$ cat config.mk
export PLATFORM = sky130hd
export DESIGN_NAME = top_mod2
export DESIGN_NICKNAME = d
export VERILOG_FILES = /design/src/rtl/top_mod2_pkg.sv /design/src/rtl/top_mod2_viterbi_k3_decoder.sv /design/src/rtl/top_mod2.sv
export SDC_FILE = /design/constraint.sdc
export NUM_CORES = 1
export LEC_CHECK = 0
export BUFFER_PORTS_ARGS = -buffer_cell sky130_fd_sc_hd__buf_2
export CAP_MARGIN = 25
export CELL_PAD_IN_SITES_DETAIL_PLACEMENT = 1
export CELL_PAD_IN_SITES_GLOBAL_PLACEMENT = 1
export CORE_MARGIN = 1
export CORE_UTILIZATION = 54
export DETAILED_ROUTE_END_ITERATION = 10
export GPL_TIMING_DRIVEN = 1
export PLACE_DENSITY_LB_ADDON = 0.25
export SLEW_MARGIN = 40
export SYNTH_ARGS = -nofsm -noshare
export SYNTH_HDL_FRONTEND = slang
export SYNTH_HIERARCHICAL = 1
export SYNTH_SLANG_ARGS = --single-unit
$ cat constraint.sdc
create_clock -name clk -period 10.02 [get_ports clk]
set_clock_uncertainty 0.15 [all_clocks]
set_input_delay 1.503 -clock clk [delete_from_list [all_inputs] [get_ports clk]]
set_output_delay 1.503 -clock clk [all_outputs]
set_load 0.02 [all_outputs]
$ cat src/rtl/top_mod2_pkg.sv
// Shared constants, Viterbi state encoding and the block-deinterleave address map
// for the receive-side burst decoder.
package top_mod2_pkg;

  localparam int WORDS      = 32;
  localparam int CODED_BITS = 128;
  localparam int MSG_BITS   = 62;
  localparam int PM_W       = 16;

  localparam logic [2:0] G0 = 3'b111;
  localparam logic [2:0] G1 = 3'b101;

  typedef enum logic [2:0] {
    VS_IDLE  = 3'd0,
    VS_ACS   = 3'd1,
    VS_TRACE = 3'd2,
    VS_DONE  = 3'd3
  } vit_state_e;

  // 8x16 block read by columns: j -> (j mod 8)*16 + j/8
  function automatic logic [6:0] deint_idx(input logic [6:0] j);
    return {j[2:0], j[6:3]};
  endfunction

endpackage

$ cat src/rtl/top_mod2_viterbi_k3_decoder.sv
// Rate-1/2, K=3 hard-decision Viterbi core: one ACS per symbol pair, then a
// 64-cycle traceback from state 0 into the decoded message register.
module viterbi_k3_decoder
  import top_mod2_pkg::*;
(
  input  logic                clk,
  input  logic                reset,
  input  logic [1:0]          sym_i,
  input  logic                sym_vld_i,
  output logic [MSG_BITS-1:0] dec_o,
  output logic                dec_vld_o,
  output logic [2:0]          state_o,
  output logic [8:0]          cnt_o,
  output logic [PM_W-1:0]     pm0_o,
  output logic [PM_W-1:0]     pm1_o
);

  vit_state_e          state_q;
  logic [8:0]          cnt_q;
  logic [PM_W-1:0]     pm_q [4];
  logic [3:0]          surv_q [64];
  logic [1:0]          tb_q;
  logic [MSG_BITS-1:0] dec_q;

  logic [PM_W-1:0] pm_src [4];
  logic [PM_W-1:0] pm_d [4];
  logic [PM_W-1:0] m_a [4];
  logic [PM_W-1:0] m_b [4];
  logic [3:0]      dvec_d;
  logic [5:0]      t_idx;
  logic [1:0]      tb_prev;

  function automatic logic [1:0] bm(input logic [1:0] s, input logic u, input logic [1:0] sym);
    logic [2:0] r;
    r = {u, s};
    return {1'b0, ^(G0 & r) ^ sym[1]} + {1'b0, ^(G1 & r) ^ sym[0]};
  endfunction

  function automatic logic [PM_W-1:0] sat_add(input logic [PM_W-1:0] a, input logic [1:0] b);
    logic [PM_W:0] s;
    s = {1'b0, a} + {{(PM_W-1){1'b0}}, b};
    return s[PM_W] ? '1 : s[PM_W-1:0];
  endfunction

  // Outside ACS the metrics come from the start-in-state-0 initial values
  always_comb begin
    dvec_d = '0;
    for (int n = 0; n < 4; n++) begin
      pm_src[n] = (state_q == VS_ACS) ? pm_q[n] : ((n == 0) ? '0 : PM_W'(8'hFF));
    end
    for (int n = 0; n < 4; n++) begin
      m_a[n] = sat_add(pm_src[2*(n%2)],     bm(2'(2*(n%2)),     1'(n/2), sym_i));
      m_b[n] = sat_add(pm_src[2*(n%2) + 1], bm(2'(2*(n%2) + 1), 1'(n/2), sym_i));
      if (m_b[n] < m_a[n]) begin
        pm_d[n]   = m_b[n];
        dvec_d[n] = 1'b1;
      end else begin
        pm_d[n] = m_a[n];
      end
    end
  end

  assign t_idx   = 6'd63 - cnt_q[5:0];
  assign tb_prev = {tb_q[0], surv_q[t_idx][tb_q]};

  always_ff @(posedge clk or negedge reset) begin
    if (!reset) begin
      state_q <= VS_IDLE;
      cnt_q   <= '0;
      tb_q    <= '0;
      dec_q   <= '0;
      for (int i = 0; i < 4; i++) pm_q[i] <= '0;
      for (int i = 0; i < 64; i++) surv_q[i] <= '0;
    end else begin
      case (state_q)
        VS_ACS: begin
          if (sym_vld_i) begin
            pm_q                 <= pm_d;
            surv_q[cnt_q[5:0]]   <= dvec_d;
            if (cnt_q == 9'd63) begin
              state_q <= VS_TRACE;
              cnt_q   <= '0;
              tb_q    <= '0;
            end else begin
              cnt_q <= cnt_q + 9'd1;
            end
          end
        end
        VS_TRACE: begin
          if (t_idx < 6'(MSG_BITS)) dec_q[t_idx] <= tb_q[1];
          tb_q <= tb_prev;
          if (cnt_q == 9'd63) state_q <= VS_DONE;
          else                cnt_q   <= cnt_q + 9'd1;
        end
        VS_DONE: ;
        default: begin
          if (sym_vld_i) begin
            pm_q      <= pm_d;
            surv_q[0] <= dvec_d;
            cnt_q     <= 9'd1;
            state_q   <= VS_ACS;
          end
        end
      endcase
    end
  end

  assign dec_o     = dec_q;
  assign dec_vld_o = (state_q == VS_DONE);
  assign state_o   = state_q;
  assign cnt_o     = cnt_q;
  assign pm0_o     = pm_q[0];
  assign pm1_o     = pm_q[1];

endmodule

$ cat src/rtl/top_mod2.sv
// Burst decoder top: captures 32 four-bit words, column-reads the 8x16 block
// serially, pairs the bits into symbols and feeds the Viterbi core.
module top_mod2
  import top_mod2_pkg::*;
(
  input  logic                clk,
  input  logic                reset,
  input  logic [3:0]          file_in_bits,
  input  logic                data_ready,
  output logic [MSG_BITS-1:0] decoded_data,
  output logic                decoded_valid,
  output logic                deint_out,
  output logic                deint_out_valid,
  output logic [1:0]          vitebri_data_in,
  output logic                vitebri_valid_in,
  output logic [2:0]          vitebri_state,
  output logic [8:0]          vitebri_counter,
  output logic [PM_W-1:0]     PM0_debug,
  output logic [PM_W-1:0]     PM1_debug
);

  logic [CODED_BITS-1:0] buf_q;
  logic [5:0]            wcnt_q;
  logic                  run_q;
  logic [6:0]            dcnt_q;
  logic                  first_q;
  logic [1:0]            pair_q;
  logic                  pvld_q;
  logic                  dbit;

  assign dbit = buf_q[deint_idx(dcnt_q)];

  // wcnt_q saturates at WORDS, so later strobes are dropped until reset
  always_ff @(posedge clk or negedge reset) begin
    if (!reset) begin
      buf_q   <= '0;
      wcnt_q  <= '0;
      run_q   <= 1'b0;
      dcnt_q  <= '0;
      first_q <= 1'b0;
      pair_q  <= '0;
      pvld_q  <= 1'b0;
    end else begin
      if (data_ready && (wcnt_q < 6'(WORDS))) begin
        for (int i = 0; i < 4; i++) buf_q[{wcnt_q[4:0], 2'(i)}] <= file_in_bits[2'(3 - i)];
        wcnt_q <= wcnt_q + 6'd1;
        if (wcnt_q == 6'(WORDS - 1)) begin
          run_q  <= 1'b1;
          dcnt_q <= '0;
        end
      end
      pvld_q <= 1'b0;
      if (run_q) begin
        dcnt_q <= dcnt_q + 7'd1;
        if (!dcnt_q[0]) begin
          first_q <= dbit;
        end else begin
          pair_q <= {first_q, dbit};
          pvld_q <= 1'b1;
        end
        if (dcnt_q == 7'd127) run_q <= 1'b0;
      end
    end
  end

  assign deint_out        = run_q & dbit;
  assign deint_out_valid  = run_q;
  assign vitebri_data_in  = pair_q;
  assign vitebri_valid_in = pvld_q;

  viterbi_k3_decoder u_vit (
    .clk       (clk),
    .reset     (reset),
    .sym_i     (pair_q),
    .sym_vld_i (pvld_q),
    .dec_o     (decoded_data),
    .dec_vld_o (decoded_valid),
    .state_o   (vitebri_state),
    .cnt_o     (vitebri_counter),
    .pm0_o     (PM0_debug),
    .pm1_o     (PM1_debug)
  );

endmodule

==> out/metrics.csv <==
stage;metric;value;unit
run_status;status;finished, final reports clean;
floorplanning;Placeable Area;50600;µm²
timing;Slew Limit Headroom;39.5;%
cells_and_area;layout cells sized above 1;26.0;%
timing;fraction of the cycle the final worst path needs;66.3;%
timing;endpoints failing hold;0;
floorplanning;number of core rows;82;
setup_path;maximum cell stage delay along the critical path;0.64;ns
yosys;number of instances in the synthesized netlist;2693;
timing;Slew Viols, Final;0;
timing;unrepaired setup endpoints after global routing;no;
yosys;primary flip-flop cell chosen by synthesis mapping;sky130_fd_sc_hd__dfrtp_1;
power;worst voltage drop across the vdd grid;568;µV
timing;highest achievable clock rate;0.151;GHz
global_routing;total routing resource utilization after global routing;35.5;%
yosys;post-synthesis cell area;27900;µm²
floorplanning;Starting Density;55.1;%
clock_network;clock tree root buffer cell;sky130_fd_sc_hd__clkbuf_16;
floorplanning;Die Height;229;µm
setup_path;Crit Path Category;reg -> reg;
cells_and_area;Filler Cell Count;5422;
cells_and_area;Final Net Count;2783;
routing;post-DR vias/cell;6.76;
placed_design;HPWL reported at the end of detailed placement;61.1;mm
clock_network;# Post-CTS Setup Buffers;0;
clock_network;hold buffer count at CTS;0;
setup_path;endpoint kind of the worst setup timing path;flop;
routing;routed wire length per instance;27.3;µm
global_routing;pin count of the biggest net entering global routing;109;
yosys;Yosys warning total;6;
power;leakage power;13.9;nW
yosys;post-synthesis net count;2783;
timing;worst slew pin tran;0.905;ns
cells_and_area;number of diodes;0;
hold_path;Hold WC Path Type;reg -> reg;
placed_design;routability-driven placement congestion ratio;0.917;
floorplanning;area of the die;52500;µm²
clock_network;clock network latency to the later pin of the worst-skew pair;0.64;ns
clock_network;CTS buffer count;53;
clock_network;Max Root-Sink Buffers;3;
power;power density normalized to cell area;339;nW/µm²
global_routing;number of global-route vias before repair;24600;
yosys;Adder-Cell Fraction of Synth Area;3.73;%
yosys;proportion of register bits with asynchronous set or reset after synthesis;100;%
yosys;xor/xnor cell area share of the yosys netlist;2.17;%
yosys;average instance area after synthesis;10.4;µm²
routing;Starting DRT DRC Count;1937;
clock_network;TritonCTS clock tree;done;
setup_path;crit path DAT;7.04;ns
routing;WL final;92.9;mm
yosys;number of flops mapped to enable cells by yosys;0;
setup_path;maximum fanout along the worst path;57;
yosys;sequential-to-total area share from yosys stat;42.8;%
yosys;number of register bits inferred by synthesis;477;
timing;Final setup viols;0;
clock_network;number of sinks handled by clock tree synthesis;477;
clock_network;CTS H-Tree Depth;2;
setup_path;data required time of the critical path;10.42;ns
power;Power, Total;10.4;mW
timing;hold slack;0.348;ns
routing;DRC errors left;0;
yosys;combinational family with the most area after synthesis;multiplexers;
setup_path;Max stage delay cell, worst path;sky130_fd_sc_hd__and3_4;
yosys;proportion of synthesized area in mux cells;18.5;%
clock_network;post_cts resized;0;
cells_and_area;Final Util;60.5;%
timing;Min Clock Period, post-route;6.64;ns
cells_and_area;Layout area overhead;9.70;%
setup_path;crit-path cells;inv_1, ha_4, buf_4, buf_4, nand2b_1, ha_1, a21oi_1, a211oi_4, nand2_1, o21ai_0, ha_1, o21ai_0, o21bai_1, a211oi_1, o21a_1, and3_4, buf_12, mux2_2;
flow_run;Max-Cap Viols;0;
hold_path;Hold Path Cell Cnt;1;
global_routing;initial antenna violation count;0;
global_routing;global-route wire length before repair;146;mm
routing;Routed Antenna Nets;0;
floorplanning;horizontal extent of the die;229;µm
yosys;simple logic cell fraction of the synthesized area;15.0;%
yosys;share of the synthesized area in compound gates (AO/OA/AOI/OAI);13.6;%
floorplanning;Boundary Pins;119;
routing;number of vias after detailed routing;23000;
setup_path;cells on worst reg2reg path;18;
clock_network;clock-pin transition on the worst setup and hold timing paths;0.06;ns
setup_path;CP Launch Type;flop;
routing;Pre-Repair DR Iteration Count;6;
yosys;count of different cell masters after synthesis;103;
global_routing;total congestion overflow after global routing;0;
timing;setup TNS after final layout;0;ns
placed_design;number of input and output port buffers inserted;115;
path summary, 6_finish.rpt:
kind	from	endpoint	slack, ns
worst min-delay path	u_vit/dec_o[3]	u_vit/dec_o[3]	0.35
worst max register to register	u_vit/state_o[1]	u_vit/surv_q[198]	3.38
worst min register to register	u_vit/dec_o[3]	u_vit/dec_o[3]	0.35
worst max-delay path	u_vit/state_o[1]	u_vit/surv_q[198]	3.38
min in group asynchronous	reset	u_vit/pm1_o[2]	0.72
max in group asynchronous	reset	u_vit/surv_q[20]	7.59
power by group:
group          switching [mW]  leakage [nW]  internal [mW]  total (mW)
logic                    3.94          6.48           1.77        5.70
registers               0.392          6.51           2.17        2.57
clock network           0.847         0.919           1.25        2.10
total                    5.18          13.9           5.19        10.4
cell families (layout without fill, tap and decap cells):
group           after synthesis  in the layout
compound gates              541            541
mux                         443            443
xor+xnor                     69             69
other cells                   1              1
buf+inv                     237            280
fa+ha+maj                    83             83
flops                       477            477
simple gates                842            842
critical path: cells and delay by family, from the launching register on:
| kind | cells | cell delay [ns] |
|---|---|---|
| AO/OA/AOI/OAI | 7 | 1.84 |
| adder cells (fa/ha/maj) | 3 | 1.18 |
| buffers and inverters | 4 | 1.42 |
| flip-flops | 1 | 0.49 |
| multiplexers | 1 | 0.20 |
| AND/OR/NAND/NOR | 3 | 1.18 |
registers in the layout, summed over array words and instances, names as in the netlist, 6 cells and up:
signal / flops
u_vit/surv_q: 256
buf_q: 64
u_vit/dec_o: 62
u_vit/pm_q: 32
u_vit/pm0_o: 16
u_vit/pm1_o: 16
u_vit/cnt_o: 9
dcnt_q: 7
wcnt_q: 6
area by class of cell:
class | instances | area [µm²] | share of cell area [%]
Multi-Input combinational cell | 1979 | 14900 | 48.6
Sequential cell | 477 | 11900 | 39.0
Clock buffer | 81 | 1630 | 5.34
Timing Repair Buffer | 150 | 920 | 3.01
Tap cell | 672 | 841 | 2.75
Clock inverter | 17 | 246 | 0.806
Inverter | 32 | 120 | 0.393
stage by stage:
step / std cells / setup WS, ns / instance area (µm²)
after global routing: 3408 / 3.03 / 30600
final: 3408 / 3.38 / 30600
after detailed placement: 3308 / 3.48 / 28600
after floorplan: 2693 / 4.58 / 27900
after CTS: 3406 / 3.45 / 30500
after global placement: 3305 / 3.59 / 28600
placed cells by master (no fill, tap or decap), drive strengths merged, types with 18 or more instances in the layout:
cell / n
dfrtp: 477
mux2: 398
nand2: 231
nor2: 230
buf: 149
a21oi: 117
nand3: 96
a22oi: 93
o21ai: 92
ha: 83
clkbuf: 82
nor3: 43
xnor2: 42
nand4: 41
inv: 32
mux2i: 31
and2: 28
xor2: 27
nand2b: 27
or3: 25
a31oi: 23
a21o: 21
and3: 21
o31ai: 21
o211ai: 18
nor2b: 18
routing by layer:
layer / vias up / GRT usage [%] / routed length, µm
li1: 9822 / - / -
met4: 0 / 17.5 / 4700
met2: 974 / 58.4 / 44400
met5: - / 0 / 0
met1: 11900 / 45.3 / 37900
met3: 320 / 6.20 / 5900
Yosys cell counts, types with 11 or more instances:
cell,n,area share (%)
sky130_fd_sc_hd__dfrtp_1,477,43
sky130_fd_sc_hd__mux2_2,398,16
sky130_fd_sc_hd__nor2_1,229,3.1
sky130_fd_sc_hd__nand2_1,226,3.0
sky130_fd_sc_hd__a21oi_1,112,2.0
sky130_fd_sc_hd__clkbuf_1,95,1.3
sky130_fd_sc_hd__nand3_1,94,1.7
sky130_fd_sc_hd__a22oi_1,93,2.5
sky130_fd_sc_hd__o21ai_0,85,1.5
sky130_fd_sc_hd__ha_1,83,3.7
sky130_fd_sc_hd__buf_2,51,0.92
sky130_fd_sc_hd__nor3_1,43,0.77
sky130_fd_sc_hd__xnor2_1,42,1.3
sky130_fd_sc_hd__buf_4,40,1.1
sky130_fd_sc_hd__nand4_1,39,0.88
sky130_fd_sc_hd__mux2i_1,31,1.1
sky130_fd_sc_hd__inv_1,30,0.40
sky130_fd_sc_hd__and2_1,28,0.63
sky130_fd_sc_hd__nand2b_1,27,0.61
sky130_fd_sc_hd__xor2_1,27,0.85
sky130_fd_sc_hd__or3_1,24,0.54
sky130_fd_sc_hd__a31oi_1,22,0.49
sky130_fd_sc_hd__a21o_1,21,0.57
sky130_fd_sc_hd__and3_1,20,0.45
sky130_fd_sc_hd__o31ai_1,19,0.51
sky130_fd_sc_hd__nor2b_1,18,0.40
sky130_fd_sc_hd__o211ai_1,18,0.48
sky130_fd_sc_hd__nand3b_1,16,0.43
sky130_fd_sc_hd__o21a_1,16,0.43
sky130_fd_sc_hd__and4_1,15,0.47
sky130_fd_sc_hd__a211oi_1,12,0.32
sky130_fd_sc_hd__a221oi_1,12,0.38
sky130_fd_sc_hd__a41oi_1,11,0.35
sky130_fd_sc_hd__mux4_1,11,1.0
sky130_fd_sc_hd__nor3b_1,11,0.30
Power figures use the tool's default switching activity.
